[config.mk]
export PLATFORM = sky130hd
export DESIGN_NAME = rom_burst_sync
export DESIGN_NICKNAME = d
export VERILOG_FILES = /design/src/rtl/rom_burst_sync_pkg.sv /design/src/rtl/rom_read_pipe.sv /design/src/rtl/rom_burst_sync.sv
export SDC_FILE = /design/constraint.sdc
export NUM_CORES = 1
export LEC_CHECK = 0
export ABC_AREA = 1
export CAP_MARGIN = 20
export CORE_AREA = 2 2 39 41
export CTS_BUF_LIST = sky130_fd_sc_hd__clkbuf_16
export DETAILED_ROUTE_END_ITERATION = 16
export DIE_AREA = 0 0 41 43
export GPL_ROUTABILITY_DRIVEN = 0
export HOLD_SLACK_MARGIN = 0.12
export PLACE_DENSITY = 0.74
export SLEW_MARGIN = 20
export SYNTH_ARGS = -nofsm -noshare
export SYNTH_HDL_FRONTEND = slang
export SYNTH_SLANG_ARGS = --single-unit
[constraint.sdc]
create_clock -name clk -period 1.1 [get_ports clk]
set_input_delay 0.33 -clock clk [delete_from_list [all_inputs] [get_ports clk]]
set_output_delay 0.33 -clock clk [all_outputs]
set_load 0.01 [all_outputs]
[src/rtl/rom_burst_sync_pkg.sv]
// rtl/rom_burst_sync_pkg.sv - shared types for the burst program ROM
// Contents: FSM state encoding and the burst counter width helper.
package rom_burst_sync_pkg;

  typedef enum logic {
    ST_IDLE  = 1'b0,
    ST_BURST = 1'b1
  } rom_state_e;

  // Counter must be able to hold BURST_LEN itself, hence the +1.
  function automatic int burst_cnt_w(input int burst_len);
    return $clog2(burst_len + 1);
  endfunction

endpackage

[src/rtl/rom_read_pipe.sv]
// rtl/rom_read_pipe.sv - LATENCY-stage output register for {valid, err, data}
// Ports:
//   clk     in   rising-edge clock
//   rst_n   in   asynchronous active-low reset, clears every stage
//   valid_i in   a beat enters the pipe this cycle
//   err_i   in   beat carries an out-of-range flag
//   data_i  in   beat data
//   valid_o out  beat leaves the pipe
//   err_o   out  error flag, only ever high together with valid_o
//   data_o  out  beat data, holds its last value while valid_o is low
module rom_read_pipe #(
  parameter int DATA_W  = 8,
  parameter int LATENCY = 1
) (
  input  logic              clk,
  input  logic              rst_n,
  input  logic              valid_i,
  input  logic              err_i,
  input  logic [DATA_W-1:0] data_i,
  output logic              valid_o,
  output logic              err_o,
  output logic [DATA_W-1:0] data_o
);

  logic [LATENCY-1:0] valid_q;
  logic [LATENCY-1:0] err_q;
  logic [DATA_W-1:0]  data_q [LATENCY];

  // Data registers only load on a valid beat so each stage holds its last word.
  always_ff @(posedge clk or negedge rst_n) begin
    if (!rst_n) begin
      valid_q <= '0;
      err_q   <= '0;
      for (int i = 0; i < LATENCY; i++) data_q[i] <= '0;
    end else begin
      valid_q[0] <= valid_i;
      err_q[0]   <= valid_i & err_i;
      if (valid_i) data_q[0] <= data_i;
      for (int i = 1; i < LATENCY; i++) begin
        valid_q[i] <= valid_q[i-1];
        err_q[i]   <= err_q[i-1];
        if (valid_q[i-1]) data_q[i] <= data_q[i-1];
      end
    end
  end

  assign valid_o = valid_q[LATENCY-1];
  assign err_o   = err_q[LATENCY-1];
  assign data_o  = data_q[LATENCY-1];

endmodule

[src/rtl/rom_burst_sync.sv]
// rtl/rom_burst_sync.sv - parametrised synchronous program ROM with burst fetch
// Ports:
//   clk        in   rising-edge clock
//   reset      in   asynchronous active-low reset
//   rd_req     in   read request, accepted when busy is low
//   burst      in   with rd_req: 1 = BURST_LEN-word burst, 0 = single word
//   address    in   start address, sampled on acceptance only
//   data_out   out  read data, holds while data_valid is low
//   data_valid out  data_out carries a new word this cycle
//   addr_err   out  beat address was >= DEPTH (data_out = FILL_VALUE)
//   busy       out  burst in progress, rd_req ignored
// INIT_RAMP = 1 fills word i with i+1; otherwise the image is all zeros.
module rom_burst_sync #(
  parameter int              DATA_W     = 8,
  parameter int              ADDR_W     = 8,
  parameter int              DEPTH      = 128,
  parameter int              LATENCY    = 1,
  parameter int              BURST_LEN  = 4,
  parameter logic [DATA_W-1:0] FILL_VALUE = '0,
  parameter bit              INIT_RAMP  = 1'b0
) (
  input  logic              clk,
  input  logic              reset,
  input  logic              rd_req,
  input  logic              burst,
  input  logic [ADDR_W-1:0] address,
  output logic [DATA_W-1:0] data_out,
  output logic              data_valid,
  output logic              addr_err,
  output logic              busy
);

  import rom_burst_sync_pkg::*;

  localparam int              CNT_W   = burst_cnt_w(BURST_LEN);
  localparam int              IDX_W   = $clog2(DEPTH);
  localparam logic [ADDR_W:0] DEPTH_X = (ADDR_W+1)'(DEPTH);

  typedef logic [DATA_W-1:0] word_t;

  // ROM image
  word_t rom_mem [DEPTH];
  for (genvar g = 0; g < DEPTH; g++) begin : g_rom
    assign rom_mem[g] = INIT_RAMP ? word_t'(g + 1) : '0;
  end

  rom_state_e        state_q, state_d;
  logic [CNT_W-1:0]  cnt_q, cnt_d;
  logic [ADDR_W-1:0] start_q, start_d;

  // Issue stage: the beat selected at an edge, looked up in the ROM next cycle.
  logic              iss_valid_q, iss_valid_d;
  logic              iss_err_q, iss_err_d;
  logic [IDX_W-1:0]  iss_idx_q, iss_idx_d;

  logic [ADDR_W:0]   sum;
  logic [IDX_W-1:0]  wrap_idx;
  logic              start_bad;
  word_t             rd_data;

  always_comb begin
    state_d     = state_q;
    cnt_d       = cnt_q;
    start_d     = start_q;
    iss_valid_d = 1'b0;
    iss_err_d   = 1'b0;
    iss_idx_d   = '0;
    // One extra bit keeps the carry; start < DEPTH and cnt < DEPTH so a single
    // conditional subtract is a complete mod-DEPTH reduction.
    sum       = {1'b0, start_q} + (ADDR_W+1)'(cnt_q);
    wrap_idx  = (sum >= DEPTH_X) ? IDX_W'(sum - DEPTH_X) : IDX_W'(sum);
    start_bad = ({1'b0, address} >= DEPTH_X);

    case (state_q)
      ST_IDLE: begin
        if (rd_req) begin
          iss_valid_d = 1'b1;
          iss_err_d   = start_bad;
          iss_idx_d   = start_bad ? '0 : address[IDX_W-1:0];
          // A bad start address aborts the burst after its single error beat.
          if (burst && !start_bad) begin
            state_d = ST_BURST;
            cnt_d   = CNT_W'(1);
            start_d = address;
          end
        end
      end
      ST_BURST: begin
        iss_valid_d = 1'b1;
        iss_idx_d   = wrap_idx;
        cnt_d       = cnt_q + CNT_W'(1);
        if (cnt_q == CNT_W'(BURST_LEN - 1)) begin
          state_d = ST_IDLE;
          cnt_d   = '0;
        end
      end
      default: state_d = ST_IDLE;
    endcase
  end

  always_ff @(posedge clk or negedge reset) begin
    if (!reset) begin
      state_q     <= ST_IDLE;
      cnt_q       <= '0;
      start_q     <= '0;
      iss_valid_q <= 1'b0;
      iss_err_q   <= 1'b0;
      iss_idx_q   <= '0;
    end else begin
      state_q     <= state_d;
      cnt_q       <= cnt_d;
      start_q     <= start_d;
      iss_valid_q <= iss_valid_d;
      iss_err_q   <= iss_err_d;
      iss_idx_q   <= iss_idx_d;
    end
  end

  // Error beats never touch the array.
  assign rd_data = iss_err_q ? FILL_VALUE : rom_mem[iss_idx_q];
  assign busy    = (state_q == ST_BURST);

  rom_read_pipe #(
    .DATA_W  (DATA_W),
    .LATENCY (LATENCY)
  ) u_read_pipe (
    .clk     (clk),
    .rst_n   (reset),
    .valid_i (iss_valid_q),
    .err_i   (iss_err_q),
    .data_i  (rd_data),
    .valid_o (data_valid),
    .err_o   (addr_err),
    .data_o  (data_out)
  );

endmodule

=== After elaboration in Yosys (flattened, before gate mapping) ===
Memories as Yosys holds them, arrays and structs flattened.
Index checks and enable logic that the tools add are counted.

* ROM bits: 1024
* Memories kept: 1
* Bits in writable memories: 0
* Bits in latches: 0
* Word-level logic and storage cells: 45
* Bits in registers: 31
* Input port bits: 12

{| class="wikitable"
|+ Memories
! name !! words !! width !! rd ports !! clocked after Yosys merged registers in !! wr ports !! line !! source
|-
| (name not given) || 128 || 8 || 1 || 0 || 0 || rom_burst_sync.sv:120 || <nowiki>assign rd_data = iss_err_q ? FILL_VALUE : rom_mem[iss_idx_q];</nowiki>
|}

* Eq/ne operators: 3
* Magnitude comparators: 3
* Bitwise logic cells: 3
* Reductions and logical operators: 4
* Shifts and indexed selects: 0
* Muxes and demuxes: 19
* Multiply operators: 0
* Divide/modulo/power cells: 0
* Add/subtract/negate cells: 3

{| class="wikitable"
|+ Operators with widths
! cell !! count
|-
| 8-bit 2-to-1 mux || 3
|-
| 7-bit 2-to-1 mux || 3
|-
| 8-bit greater-or-equal comparator (second input constant) || 2
|-
| 7-bit one-hot mux with 2 select lines || 1
|-
| 8-bit by 3-bit adder with 9-bit output || 1
|-
| 9-bit by 8-bit greater-or-equal comparator with 1-bit output (second input constant) || 1
|-
| 3-bit 2-to-1 mux || 3
|-
| 7-bit NOT with 8-bit output || 1
|-
| 7-bit by 1-bit subtractor with 7-bit output (second input constant) || 1
|-
| 1-bit 2-to-1 mux || 6
|-
| 3-bit one-hot mux with 2 select lines || 1
|-
| 2-bit != test (second input constant) || 2
|-
| 1-bit one-hot mux with 2 select lines || 2
|-
| 3-bit by 1-bit adder with 3-bit output (second input constant) || 1
|-
| 3-bit by 2-bit == test with 1-bit output (second input constant) || 1
|-
| 3-bit AND reduction || 1
|-
| 2-bit AND reduction || 1
|-
| 1-bit bitwise AND || 1
|-
| 1-bit logical AND || 1
|-
| 1-bit logical NOT || 1
|-
| 1-bit NOT || 1
|}

=== Depth between registers and ports, before layout ===
Gate-level depths: netlist of run 1.

* Depth in word-level cells: 6
* Mapped depth: 6
* Gate-level depth less buffers: 6

=== Modules after synthesis ===
From an unflattened synthesis of run 1, not the netlist that was laid out.

* Cell total of the unflattened synthesis: 68
* Area, all modules: 645.6 um^2

{| class="wikitable"
|+ Modules (own cells, without submodules)
! module !! seq. area each (um^2) !! cells an instance !! instances !! area each (um^2)
|-
| rom_read_pipe || 250.2 || 38 || 1 || 362.8
|-
| rom_burst_sync || 150.1 || 30 || 1 || 282.8
|}

=== Worst setup path before layout of run 1 ===
No wires, ideal clock.

* Path type: reg2reg
* Start point: register cnt_q[0]
* End point: register cnt_q[0]
* Cell stages (with the launch flop): 7
* Buffers on the path: 0
* Path slack: 0.200 ns
* Data required time: 1.038 ns
* Arrival: 0.838 ns
* Path through: dfrtp_1 > ha_1 > nand2_1 > nand2_1 > nand2_1 > nand2_1 > inv_1

* Longest elaborated chain between the ends: 3

{| class="wikitable"
|+ Ends and longest elaborated chain
! item !! line !! source
|-
| from (decl) || rom_burst_sync.sv:48 || <nowiki>logic [CNT_W-1:0] cnt_q, cnt_d;</nowiki>
|-
| from (signal assigned) || rom_burst_sync.sv:111 || <nowiki>cnt_q <= cnt_d;</nowiki>
|-
| 3-bit by 1-bit adder with 3-bit output or 3-bit by 2-bit == test with 1-bit output (tied branches) || rom_burst_sync.sv:91, rom_burst_sync.sv:92 ||
|-
| 3-bit 2-to-1 mux * || rom_burst_sync.sv:92 || <nowiki>if (cnt_q == CNT_W'(BURST_LEN - 1)) begin</nowiki>
|-
| 3-bit one-hot mux with 2 select lines * || rom_burst_sync.sv:74 || <nowiki>case (state_q)</nowiki>
|}

Mark *: on every way between the ends. The rest lies on a longest branch, timed or not.
A chain may end at the register's enable or synchronous reset.

=== Worst setup path in the final report of run 1 ===
* Start point: register state_q, in the netlist busy
* End point: output busy

{| class="wikitable"
|+ RTL lines
! item !! line !! source
|-
| from (decl) || rom_burst_sync.sv:47 || <nowiki>rom_state_e state_q, state_d;</nowiki>
|-
| from (signal assigned) || rom_burst_sync.sv:110 || <nowiki>state_q <= state_d;</nowiki>
|-
| to (decl) || rom_burst_sync.sv:30 || <nowiki>output logic busy</nowiki>
|}

No word-level cell between the ends.

==> summary.md, run 1 <==
| Metric | Value |
|---|---|
| Layout Area Growth over Synthesis | 30.00% |
| Clock transition at the registers of the reported paths | 0.04 ns |
| Peak supply drop | 0.0006230 V |
| Congestion Overflow GR | 0 |
| Worst-Skew Late Latency | 0.23 ns |
| Yosys warns | 0 |
| Seq/Total Area, Yosys | 50.00% |
| Synth top area share | 50.00% |
| DRT Pass-1 Iters | 4 |
| Clk sinks | 8 |
| Synth Register Bits | 8 |
| Post-Syn Area | 400.4 sq um |
| Antenna Cells | 0 |
| Fillers | 153 |
| Hold Path Class | reg2reg |
| Max Freq | 948.0 MHz |
| GRT Util Overall | 8.359% |
| Synth cell types | 14 |
| Clock buffer depth | 2 |
| Worst Path Arrival | 0.72 ns |
| Master of the slowest instance on the critical path | dfrtp_1 |
| Initial Util | 28.93% |
| Nets | 67 |
| Vias | 258 |
| Num CTS Buffers | 3 |
| FP Rows | 14 |
| Max incr delay on CP | 0.36 ns |
| Kind of cell adding the most delay to the critical path | flip-flops |
| Syn Inst Count | 42 |
| Vias in the first global route | 236 |
| WL final | 640 microns |
| Via-per-instance ratio | 3.794 |
| Die width | 41 microns |
| Largest net degree at the start of global routing | 9 |
| Clock skew | 0.0003662 ns |
| Die ar. | 1763 sq um |
| Final Setup Violations | 0 |
| DRC violations left | 0 |
| Power density over the cells | 2633 nW/um^2 |
| Post-route worst setup slack | 0.04510 ns |
| First-pass GRT wire length | 966 microns |
| CTS root buf | clkbuf_16 |
| Crit-path cells | buf_2 |
| TritonCTS clock tree | done |
| Status | finished clean |
| Post-DP HPWL | 465.6 microns |
| Area leader, netlist | dfrtp_1 |
| Leakage power | 0.2803 nW |
| Worst setup EP type | output port |
| Register area | 200.2 sq um |
| Multi-input logic area | 128.9 sq um |
| Crit path launch type | flop |
| WP data required | 0.77 ns |
| H-tree levels | 1 |
| Number of routed nets with antenna violations | 0 |
| Buf/Inv on CP | 1 |
| Post-DR wirelength/cell | 9.412 microns |
| Placeable Area | 1384 sq um |
| IO buf count | 7 |
| Crit-path max FO | 2 |
| Antenna violations before repair | 0 |
| Synthesized area per cell | 9.533 sq um |
| RSZ-0062 raised after global routing | false |
| DP Worst Slack | -0.1641 ns |
| Util after Layout | 37.61% |
| Initial DRC count | 2 |
| Die height | 43 microns |
| Max Cap Viol | 0 |
| Setup CP Type | reg2out |
| Largest cells by area after synthesis | dfrtp_1 (50%), buf_4 (15%), nand2_1 (7.5%) |
| IO Pins | 23 |
| Max-slew violation count | 0 |
| Final hold violations | 0 |
| Fin crit share | 95.90% |
| Total Power | 1.370 mW |
| Layout cell share with drive strength beyond 1 | 23.08% |
| Min cycle time layout | 1.055 ns |
[state kept, by name, summed over array words and instances (netlist names)]
register,cells
iss_err_q,1
cnt_q,3
u_read_pipe.valid_o,1
busy,1
u_read_pipe.err_o,1
iss_valid_q,1
[stage by stage]
stage	std cells	hold WS (ns)	setup TNS, ns	instance area (sq um)
5_1_grt	68	0.3846	0	520.5
3_3_place_gp	65	0.3614	-0.6876	460.4
2_1_floorplan	49	0.03441	0	426.7
3_5_place_dp	65	0.3616	-0.8166	460.4
4_1_cts	68	0.3692	0	520.5
6_report	68	0.3679	0	520.5
[synthesized netlist by cell type]
cell     count
inv_2        1
nand3_1      2
nand3_2      2
dfrtp_1      8
inv_1        6
o21ai_0      1
buf_4        8
a21oi_2      1
o21a_1       1
nand2_1      8
buf_6        1
conb_1       1
ha_1         1
nor3_1       1
[routing by layer]
layer	vias to the layer above	part of all wire [%]	global-route usage, %
met5	-	0	0
li1	132	-	-
met4	0	0	4.000
met3	0	9.1	3.141
met2	10	54	15.31
met1	116	37	7.143
[what timing repair did]
item | 4_1_cts | 5_1_grt
endpoints found under the setup margin | 3 | 0
hold buffers | 0 | 0
buffers inserted | 0 | 0
resized for setup | 12 | 0
[area by class of cell]
cell class / count / area share, %
inverter: 7 / 5.048
clock buffer: 3 / 14.42
timing repair buffer: 9 / 13.46
tap: 16 / 3.846
sequential: 8 / 38.46
multi-input combinational: 25 / 24.76
[power by group]
group          leakage, nW  internal (mW)  switching, mW
combinational        0.145          0.144          0.207
clock               0.0370          0.467          0.127
sequential          0.0985          0.380         0.0446
[layout by cell type (no fill, tap or decap)]
| cell type | count |
|---|---|
| conb_1 | 8 |
| inv_2 | 1 |
| nor3_1 | 1 |
| nand3_1 | 2 |
| inv_1 | 6 |
| o21a_1 | 1 |
| dfrtp_1 | 8 |
| o21ai_0 | 1 |
| buf_4 | 2 |
| nand3_2 | 2 |
| nand2_1 | 8 |
| clkbuf_16 | 3 |
| buf_2 | 3 |
| a21oi_2 | 1 |
| clkdlybuf4s50_1 | 4 |
| ha_1 | 1 |
[cells by family (layout without fill, tap and decap cells)]
family | after synthesis | in the layout | synth area share (%)
buf+inv | 16 | 19 | 24.37
simple gates | 13 | 13 | 16.25
flops | 8 | 8 | 50.00
compound gates | 3 | 3 | 5.312
fa+ha+maj | 1 | 1 | 3.125
other cells | 1 | 8 | 0.9366
[final timing paths]
| path | from | cells after the start | endpoint | slack (ns) |
|---|---|---|---|---|
| max in group asynchronous | reset | 1 | cnt_q[0]$_DFFE_PN0P_ | 0.46 |
| min in group asynchronous | reset | 1 | busy$_DFF_PN0_ | 0.38 |
| min | iss_valid_q$_DFF_PN0_ | 0 | u_read_pipe.valid_o$_DFF_PN0_ | 0.37 |
| max | busy$_DFF_PN0_ | 1 | busy | 0.05 |
| max reg2reg | cnt_q[0]$_DFFE_PN0P_ | 6 | cnt_q[0]$_DFFE_PN0P_ | 0.11 |
| min reg2reg | iss_valid_q$_DFF_PN0_ | 0 | u_read_pipe.valid_o$_DFF_PN0_ | 0.37 |
Power figures use the tool's default switching activity.
==> run 2, diff against run 1 <==
--- a/config.mk
+++ b/config.mk
@@ -7,10 +7,10 @@
 export LEC_CHECK = 0
 export ABC_AREA = 1
 export CAP_MARGIN = 20
-export CORE_AREA = 2 2 39 41
+export CORE_AREA = 4 4 41 43
 export CTS_BUF_LIST = sky130_fd_sc_hd__clkbuf_16
 export DETAILED_ROUTE_END_ITERATION = 16
-export DIE_AREA = 0 0 41 43
+export DIE_AREA = 0 0 45 47
 export GPL_ROUTABILITY_DRIVEN = 0
 export HOLD_SLACK_MARGIN = 0.12
 export PLACE_DENSITY = 0.74
==> summary.md, run 2 (same netlist as run 1, synthesis figures left out) <==
| Metric | Value |
|---|---|
| Post-route worst setup slack | 0.04049 ns |
| Post-DP HPWL | 505.9 microns |
| Min cycle time layout | 1.060 ns |
| Dpl cells | 64 |
| Top reg by flops | cnt_q |
| DRT Pass-1 Iters | 4 |
| Via-per-instance ratio | 3.970 |
| Leakage power | 0.2803 nW |
| Clock skew | 0.0007909 ns |
| Master of the slowest instance on the critical path | dfrtp_1 |
| Register area | 200.2 sq um |
| Kind of cell adding the most delay to the critical path | flip-flops |
| DRC violations left | 0 |
| Max Freq | 943.8 MHz |
| Multi-input logic area | 128.9 sq um |
| Post-DR wirelength/cell | 9.657 microns |
| Peak supply drop | 0.001007 V |
| Layout Area Growth over Synthesis | 29.69% |
| Final Setup Violations | 0 |
| Num CTS Buffers | 3 |
| Crit-path cells | buf_2 |
| Die height | 47 microns |
| Nets | 67 |
| Antenna Cells | 0 |
| Worst-Skew Late Latency | 0.23 ns |
| Fillers | 133 |
| Post CTS Setup Buffer Count | 0 |
| Clk sinks | 8 |
| Initial Util | 30.77% |
| Reg2Reg Setup Slack | 0.12 ns |
| Crit-path max FO | 2 |
| Initial DRC count | 3 |
| Post-DP Area | 459.2 sq um |
| Congestion Overflow GR | 0 |
| Largest net degree at the start of global routing | 9 |
| WL final | 647 microns |
| Clk pwr share | 44.4% |
| Pint | 991.7 uW |
| Gate power share | 25.5% |
| RSZ-0062 raised after global routing | false |
| WP data required | 0.77 ns |
| Crit path launch type | flop |
| H-tree levels | 1 |
| Layout cell share with drive strength beyond 1 | 23.08% |
| Power density over the cells | 2645 nW/um^2 |
| Max FFs per register | 3 |
| CTS root buf | clkbuf_16 |
| IO Pins | 23 |
| Worst hold-check slack | 0.3714 ns |
| Most frequent cells in the layout | nand2_1 (8), conb_1 (8), dfrtp_1 (8) |
| FP Rows | 13 |
| Fin area | 519.2 sq um |
| Worst setup EP type | output port |
| Setup CP Type | reg2out |
| Util after Layout | 39.90% |
| Max Cap Viol | 0 |
| Vias in the first global route | 248 |
| Number of routed nets with antenna violations | 0 |
| Clock buffer depth | 2 |
| Die ar. | 2115 sq um |
| Total Power | 1.374 mW |
| Seq pwr share | 30.1% |
| Final hold violations | 0 |
| Non-Filler Instances | 67 |
| Vias | 266 |
| Clock transition at the registers of the reported paths | 0.04 ns |
| Fin Setup TNS | 0 ns |
| Status | finished clean |
| First-pass GRT wire length | 993 microns |
| Hold Path Class | reg2reg |
| Fin crit share | 96.32% |
| Placeable Area | 1301 sq um |
| DP Worst Slack | -0.1608 ns |
| Buf/Inv on CP | 1 |
| GRT Util Overall | 7.337% |
| Antenna violations before repair | 0 |
| Worst Path Arrival | 0.73 ns |
| Sw frac | 27.81% |
| TritonCTS clock tree | done |
| IO buf count | 7 |
| Die width | 45 microns |
| Sw power | 382.0 uW |
| Max incr delay on CP | 0.36 ns |
| Max-slew violation count | 0 |
-- run 2: cell counts in the layout (fill, tap and decap cells not counted) --
No cell type changed its count.
-- run 2: path summary, 6_finish.rpt --
path                                                      end  cells after the start                  start
min in group asynchronous         u_read_pipe.err_o$_DFF_PN0_                      1                  reset
max in group asynchronous                cnt_q[0]$_DFFE_PN0P_                      1                  reset
worst max register to register           cnt_q[0]$_DFFE_PN0P_                      6   cnt_q[0]$_DFFE_PN0P_
worst max-delay path                                     busy                      1         busy$_DFF_PN0_
worst min register to register  u_read_pipe.valid_o$_DFF_PN0_                      0  iss_valid_q$_DFF_PN0_
worst min-delay path            u_read_pipe.valid_o$_DFF_PN0_                      0  iss_valid_q$_DFF_PN0_
-- run 2: what timing repair did --
item	in CTS	in global routing
resized for setup	12	0
endpoints found under the setup margin	3	0
hold buffers	0	0
-- run 2: metal layers --
metal / share of wire [%] / global-route usage [%] / vias to the layer above
met3: 14 / 6.130 / 2
met5: 0 / 0 / -
li1: - / - / 133
met2: 48 / 10.73 / 13
met1: 37 / 7.477 / 118
met4: 1.7 / 3.509 / 0
-- run 2: area by class of cell --
| type | count | share of cell area, % |
|---|---|---|
| repair buffers | 9 | 13.49 |
| flip-flops and latches | 8 | 38.55 |
| multi-input cells | 25 | 24.82 |
| inverters | 7 | 5.060 |
| well taps | 15 | 3.614 |
| clock buffers | 3 | 14.46 |
-- run 2: power by group through the flow --
stage	registers [mW]	logic [mW]	clock network, mW
detailed placement	0.422	0.382	0
global route	0.421	0.404	0.643
finish	0.414	0.350	0.610
CTS	0.416	0.354	0.624
floorplan	0.434	0.267	0
global placement	0.416	0.368	0
==> run 3, diff against run 2 <==
--- a/config.mk
+++ b/config.mk
@@ -14,7 +14,7 @@
 export GPL_ROUTABILITY_DRIVEN = 0
 export HOLD_SLACK_MARGIN = 0.12
 export PLACE_DENSITY = 0.74
-export SLEW_MARGIN = 20
+export SLEW_MARGIN = 25
 export SYNTH_ARGS = -nofsm -noshare
 export SYNTH_HDL_FRONTEND = slang
 export SYNTH_SLANG_ARGS = --single-unit
==> results of run 3 <==
No change in the layout: final DEF, timing and power equal those of run 2.
